--- config.mk ---
export PLATFORM = sky130hd
export DESIGN_NAME = mux_sel_sequencer_flat
export DESIGN_NICKNAME = d
export VERILOG_FILES = /design/src/rtl/mux_sel_sequencer_if.sv /design/src/rtl/mux_sel_sequencer.sv /design/src/flat_wrapper.sv
export SDC_FILE = /design/constraint.sdc
export NUM_CORES = 1
export LEC_CHECK = 0
export CORE_MARGIN = 1.5
export CORE_UTILIZATION = 52
export DETAILED_ROUTE_END_ITERATION = 10
export GPL_TIMING_DRIVEN = 0
export MAX_ROUTING_LAYER = met4
export PLACE_DENSITY = 0.82
export SYNTH_ARGS = -nofsm -noshare
export SYNTH_HDL_FRONTEND = slang
export SYNTH_SLANG_ARGS = --single-unit
--- constraint.sdc ---
create_clock -name clk -period 3.4 [get_ports clk]
set_input_delay 0.34 -clock clk [delete_from_list [all_inputs] [get_ports clk]]
set_output_delay 0.34 -clock clk [all_outputs]
set_load 0.005 [all_outputs]
--- src/rtl/mux_sel_sequencer_if.sv ---
// rtl/mux_sel_sequencer_if.sv - handshake and mux-drive bundle for the select sequencer
interface mux_sel_sequencer_if;
  logic       in_valid;
  logic [7:0] in_data;
  logic       in_ready;
  logic [7:0] a;
  logic [2:0] sel;
  logic       sample;
  logic       busy;
  logic       done;

  // Upstream producer / bench side
  modport master (
    output in_valid,
    output in_data,
    input  in_ready,
    input  a,
    input  sel,
    input  sample,
    input  busy,
    input  done
  );

  // Sequencer side
  modport slave (
    input  in_valid,
    input  in_data,
    output in_ready,
    output a,
    output sel,
    output sample,
    output busy,
    output done
  );
endinterface

--- src/rtl/mux_sel_sequencer.sv ---
// rtl/mux_sel_sequencer.sv - steps an 8:1 mux select through a latched word, one hold window per bit
module mux_sel_sequencer #(
  parameter int HOLD = 4,
  parameter int DESC = 0
) (
  input logic               clk,
  input logic               rst,
  mux_sel_sequencer_if.slave bus
);

  typedef enum logic [1:0] {
    IDLE = 2'd0,
    RUN  = 2'd1,
    FIN  = 2'd2
  } state_t;

  // First and last select positions depend on the serialisation order.
  localparam logic [2:0] START       = (DESC != 0) ? 3'd7 : 3'd0;
  localparam logic [2:0] END         = (DESC != 0) ? 3'd0 : 3'd7;
  // Terminal count of the hold counter; HOLD=256 maps to 8'hFF.
  localparam logic [7:0] HOLD_M1     = 8'(HOLD - 1);
  // With a one-cycle window every RUN cycle is a sample cycle.
  localparam logic       HOLD_IS_ONE = (HOLD == 1);

  state_t     state;
  logic [7:0] hc;
  logic [7:0] a_q;
  logic [2:0] sel_q;
  logic       in_ready_q;
  logic       busy_q;
  logic       sample_q;
  logic       done_q;

  logic [7:0] hc_inc;
  logic [2:0] sel_step;

  // Next hold count and next select position along the chosen direction.
  assign hc_inc   = hc + 8'd1;
  assign sel_step = (DESC != 0) ? (sel_q - 3'd1) : (sel_q + 3'd1);

  // Sequencer FSM; every output is a register updated alongside the state so
  // that sample always mirrors (state==RUN && hc==HOLD-1) without any decode.
  always_ff @(posedge clk) begin
    if (rst) begin
      state      <= IDLE;
      a_q        <= 8'h00;
      hc         <= 8'd0;
      sel_q      <= START;
      in_ready_q <= 1'b1;
      busy_q     <= 1'b0;
      sample_q   <= 1'b0;
      done_q     <= 1'b0;
    end else begin
      unique case (state)
        IDLE: begin
          if (bus.in_valid) begin
            a_q        <= bus.in_data;
            sel_q      <= START;
            hc         <= 8'd0;
            state      <= RUN;
            in_ready_q <= 1'b0;
            busy_q     <= 1'b1;
            sample_q   <= HOLD_IS_ONE;
          end
        end
        RUN: begin
          if (sample_q) begin
            if (sel_q != END) begin
              // Window finished on an inner bit: advance to the next bit.
              sel_q    <= sel_step;
              hc       <= 8'd0;
              sample_q <= HOLD_IS_ONE;
            end else begin
              // Eighth window finished: no wrap, sel parks on END.
              state    <= FIN;
              sample_q <= 1'b0;
              done_q   <= 1'b1;
            end
          end else begin
            hc       <= hc_inc;
            sample_q <= (hc_inc == HOLD_M1);
          end
        end
        FIN: begin
          // One-cycle completion pulse; the word in a is kept until the next accept.
          state      <= IDLE;
          done_q     <= 1'b0;
          busy_q     <= 1'b0;
          in_ready_q <= 1'b1;
        end
        default: begin
          state      <= IDLE;
          sample_q   <= 1'b0;
          done_q     <= 1'b0;
          busy_q     <= 1'b0;
          in_ready_q <= 1'b1;
        end
      endcase
    end
  end

  assign bus.a        = a_q;
  assign bus.sel      = sel_q;
  assign bus.in_ready = in_ready_q;
  assign bus.busy     = busy_q;
  assign bus.sample   = sample_q;
  assign bus.done     = done_q;

endmodule

--- src/flat_wrapper.sv ---
// flat-port wrapper written by rule: the top's interface ports become plain ports
module mux_sel_sequencer_flat 
#(
  parameter int HOLD = 4,
  parameter int DESC = 0
)
  (clk, rst, bus_in_valid, bus_in_data, bus_in_ready, bus_a, bus_sel, bus_sample, bus_busy, bus_done);
  mux_sel_sequencer_if bus_i ();
  input logic clk;
  input logic rst;
  input wire logic [$bits(bus_i.in_valid)-1:0] bus_in_valid;
  input wire logic [$bits(bus_i.in_data)-1:0] bus_in_data;
  output wire logic [$bits(bus_i.in_ready)-1:0] bus_in_ready;
  output wire logic [$bits(bus_i.a)-1:0] bus_a;
  output wire logic [$bits(bus_i.sel)-1:0] bus_sel;
  output wire logic [$bits(bus_i.sample)-1:0] bus_sample;
  output wire logic [$bits(bus_i.busy)-1:0] bus_busy;
  output wire logic [$bits(bus_i.done)-1:0] bus_done;
  assign bus_i.in_valid = bus_in_valid;
  assign bus_i.in_data = bus_in_data;
  assign bus_in_ready = bus_i.in_ready;
  assign bus_a = bus_i.a;
  assign bus_sel = bus_i.sel;
  assign bus_sample = bus_i.sample;
  assign bus_busy = bus_i.busy;
  assign bus_done = bus_i.done;
  mux_sel_sequencer #(.HOLD(HOLD), .DESC(DESC)) u_core (.clk(clk), .rst(rst), .bus(bus_i));
endmodule
Word-level counts from Yosys, hierarchy flattened
Index checks and enable logic that the tools add are counted.
W data, S select, Z words.
Storage, ports and cells
  word-level logic and storage cells: 52
  bits in registers: 25
  output and inout port bits: 15
Cells by class
  add/sub/neg operators: 2
  eq/ne operators: 9
  reductions and logical operators: 9
  muxes and demuxes: 21
  bitwise gates (word level): 3
Operators with widths (number)
  $mux W8: 3
  $pmux W8 S2: 1
  $mux W3: 3
  $reduce_and A3 Y1: 3
  $add A8 B1 Y8 const B: 1
  $eq A8 B2 Y1 const B: 1
  $mux W2: 3
  $ne A3 B3 Y1 const B: 2
  $pmux W1 S2: 3
  $pmux W3 S2: 1
  $reduce_and A2 Y1: 3
  $mux W1: 5
  $ne A2 B1 Y1 const B: 2
  $ne A2 B2 Y1 const B: 2
  $pmux W2 S2: 1
  $reduce_and A4 Y1: 1
  $add A3 B1 Y3 const B: 1
  $not A1 Y1: 3
  $pmux W1 S3: 1
  $eq A2 B1 Y1 const B: 1
  $eq A2 B2 Y1 const B: 1
  $logic_not A2 Y1: 1
  $reduce_bool A2 Y1: 1

Depth between registers and ports, before layout
  depth after elaboration: 4
  mapped depth: 6
  gate-level depth less buffers: 6

Least setup slack after synthesis
No wires, ideal clock.
  path type: flip-flop to flip-flop
  start: register u_core.sel_q[0], in the netlist u_core.bus.sel[0]
  end: register u_core.sel_q[0], in the netlist u_core.bus.sel[0]
  setup time: 0.128 ns
  clock period less this slack: 1.553 ns
  arrival: 1.425 ns
  path slack: 1.847 ns
  buffers on the path: 0
  stages on the path, launching flop included: 7
  path through: dfxtp_1 > ha_1 > ha_1 > nand3b_1 > a21oi_1 > mux2i_1 > nor2_1
Between the ends
  word-level cells in the longest chain between the ends: 4
  elaborated cells on any way between the ends: 7
Ends and longest elaborated chain
  from (decl): line mux_sel_sequencer.sv:28  | logic [2:0] sel_q;
  from (signal assigned): line mux_sel_sequencer.sv:70  | sel_q <= sel_step;
  $add A3 B1 Y3: line mux_sel_sequencer.sv:39  | assign sel_step = (DESC != 0) ? (sel_q - 3'd1) : (sel_q + 3'd1);
  $mux W3: line mux_sel_sequencer.sv:68  | if (sel_q != END) begin
  $mux W3: line mux_sel_sequencer.sv:67  | if (sample_q) begin
  $pmux W3 S2: line mux_sel_sequencer.sv:54  | unique case (state)
Parallel ways exist; a longest one is shown, timed or not. The select of a mux whose other input is x is not followed.
A chain may end at the register's enable or synchronous reset.

Final worst setup path
Same ends and word-level chain as after synthesis.

==> impl_metrics.tcl <==
set metrics [dict create \
    post_cts_buffers 0 \
    io_pins 26 \
    status "completed" \
    clock_latency_ns 0.33 \
    drv_slew 0 \
    ir_drop_mv 0.2433 \
    ctsHoldBuffers 0 \
    maxCapViolations 0 \
    clk_path_buf_depth 2 \
    drcViolationCount 0 \
    yosys_warnings 0 \
    fin_hold_ws_ns 0.4873 \
    worst_hold_path_type "flop to flop" \
    synth_top_cell_area_share 0.4274 \
    syn-num-nets 145 \
    hp-start "u_core.bus.in_ready" \
    fmax_mhz 574.4 \
    grt_pass1_wl_mm 4.312 \
    synth.avg_cell_area_um2 9.009 \
    critPathLaunchType "flop" \
    synth_area_mm2 0.001171 \
    pre_cts_ws_ns 1.599 \
    synth_largest_area_cell "dfxtp_1" \
    place_hpwl_mm 1.870 \
    finalSetupTns_ns 0 \
    die_area_mm2 0.002546 \
    die_h_um 50.46 \
    antenna_found_initial 0 \
    critPathKind "flop to flop" \
    cp_max_fo 4 \
    synthTopCellsByArea "dfxtp_1, mux2i_1, nor2_1, a21oi_1, ha_1" \
    seq_area_frac_synth 0.4274 \
    drt_wl_total_mm 2.537 \
    cts_tree "yes" \
    post-route-worst-setup-slack_ns 1.659 \
    grt_pass1_vias 997 \
    drive_above_1_share 0.05660 \
    crit-reg2reg-launch "u_core.bus.sel[0]" \
    fin_crit_ns 1.741 \
    p_total_uw 524.2 \
    rsz0062_at_grt "false" \
    cts_sinks 25 \
    worst_ep_required_time_ns 3.63 \
    grt-ovfl-total 0 \
    ys.flop_type "dfxtp_1" \
    yosysMostFrequentCell "dfxtp_1" \
    num_vias 1037 \
    layout.nets 175 \
    start_util 0.5735 \
    cts_root_buf "clkbuf_4" \
    synth_cell_types 35 \
    synth_common_cells "dfxtp_1, nor2_1, mux2i_1, a21oi_1, o21ai_0" \
    dr.pass1.iters 4 \
    post_drt_via_cell_ratio 5.575 \
    tightest_slew_ns 0.6223 \
    postCtsResizedCells 0 \
    grtUsageTotal 0.2290 \
    ant_nets 0 \
    skew_ns 0.007338 \
    gp_congestion 0.8445 \
    diodes 0 \
    synthArstFlopShare 0 \
    drt_iter0_drc 22 \
    netlist_instances 130 \
    ys_ff_latch 25 \
    critPathLaunch "u_core.bus.sel[0]" \
    grt_max_degree 15 \
    relSlewSlack 0.5833 \
    synth_enable_flop_cells 0 \
    rows 16 \
    die_x_um 50.46 \
    clk_pin_slew_worst_paths_ns 0.14 \
    finalSetupViolCount 0 \
    hold_viol_final 0 \
    fillers 171 \
    htree_levels 1 \
    cts_buffers 3 \
    final.period_utilization 0.5121 \
    p_leak_nw 0.5776 \
    p_per_area_mw_per_mm2 353.5 \
    core_mm2 0.002042 \
    worstPathArrival_ns 1.97 \
    critPathCaptureType "flop" \
    numPortBuffers 25 \
    area_delta_synth_final_pct 26.60 \
    wire_per_inst_um 13.64 \
]
==> layer usage <==
metal	GRT usage	routed length [µm]	vias to the layer above
met4	0.1081	65	0
met2	0.3794	1239	23
met5	-	0	-
met1	0.2782	1167	482
li1	-	-	525
met3	0.02679	65	7
==> cell type report <==
type,count,area (µm²),share of cell area
Multi-Input combinational cell,94,613.1,0.4135
Sequential cell,25,500.5,0.3376
Timing Repair Buffer,25,250.2,0.1688
Buffer,7,42.54,0.02869
Tap cell,27,33.78,0.02278
Clock buffer,3,22.52,0.01519
Inverter,4,15.01,0.01013
Clock inverter,1,5.005,0.003376
==> worst paths after layout <==
check                                           end  slack (ns)  depth (start not counted)
worst min-delay path            u_core.bus.in_ready        0.49                          2
worst min register to register  u_core.bus.in_ready        0.49                          2
worst max register to register    u_core.bus.sel[0]        1.66                          6
worst max-delay path              u_core.bus.sel[0]        1.66                          6
==> registers in the layout, summed over array words and instances (netlist names) <==
name,cells
u_core.bus.a,8
u_core.bus.busy,1
u_core.bus.done,1
u_core.bus.in_ready,1
u_core.bus.sample,1
u_core.bus.sel,3
u_core.hc,8
u_core.state,2
==> cell families (layout without fill, tap and decap cells) <==
logic type      Yosys count  after routing  synth area share
mux                      11             11           0.09402
compound gates           28             28            0.1453
fa+ha+maj                 4              4           0.04274
xor+xnor                  2              2           0.01496
flops                    25             25            0.4274
buf+inv                  11             40           0.04913
simple gates             49             49            0.2265
==> critical path, stage by stage (launching register included) <==
cell,delay [ns]
dfxtp_1,0.37
ha_1,0.21
ha_1,0.22
nand3b_1,0.16
a21oi_1,0.38
mux2i_1,0.24
nor2_1,0.05
==> where the power goes <==
part / internal [mW] / total (mW) / switching, mW / leakage [nW]
Clock: 0.0443 / 0.136 / 0.0914 / 0.0177
Sequential: 0.303 / 0.311 / 0.00711 / 0.204
Combinational: 0.0444 / 0.0779 / 0.0335 / 0.356
==> metrics by stage <==
step | utilization | std cells | cell area (µm²)
2_1_floorplan | - | 130 | 1171
3_3_place_gp | 0.7126 | 182 | 1455
3_5_place_dp | 0.7126 | 182 | 1455
4_1_cts | 0.7261 | 186 | 1483
5_1_grt | 0.7261 | 186 | 1483
6_report | 0.7261 | 186 | 1483
==> cell usage in the layout (no fill, tap or decap), types with 2 or more instances in the layout <==
master	count
dfxtp_1	25
ha_1	4
xnor2_1	2
nand2_1	3
a211oi_1	2
a31oi_1	3
a21oi_1	10
inv_1	4
nor2_1	19
nand4_1	3
o21ai_0	6
and2b_1	2
nor3_1	2
mux2i_1	11
clkdlybuf4s50_1	25
or3_1	3
buf_6	2
nand3_1	3
clkbuf_1	4
clkbuf_4	3
o22ai_1	2
and4_1	3
nor2b_1	2
and2_1	2
Note: power is estimated with default switching activity, not from simulation.
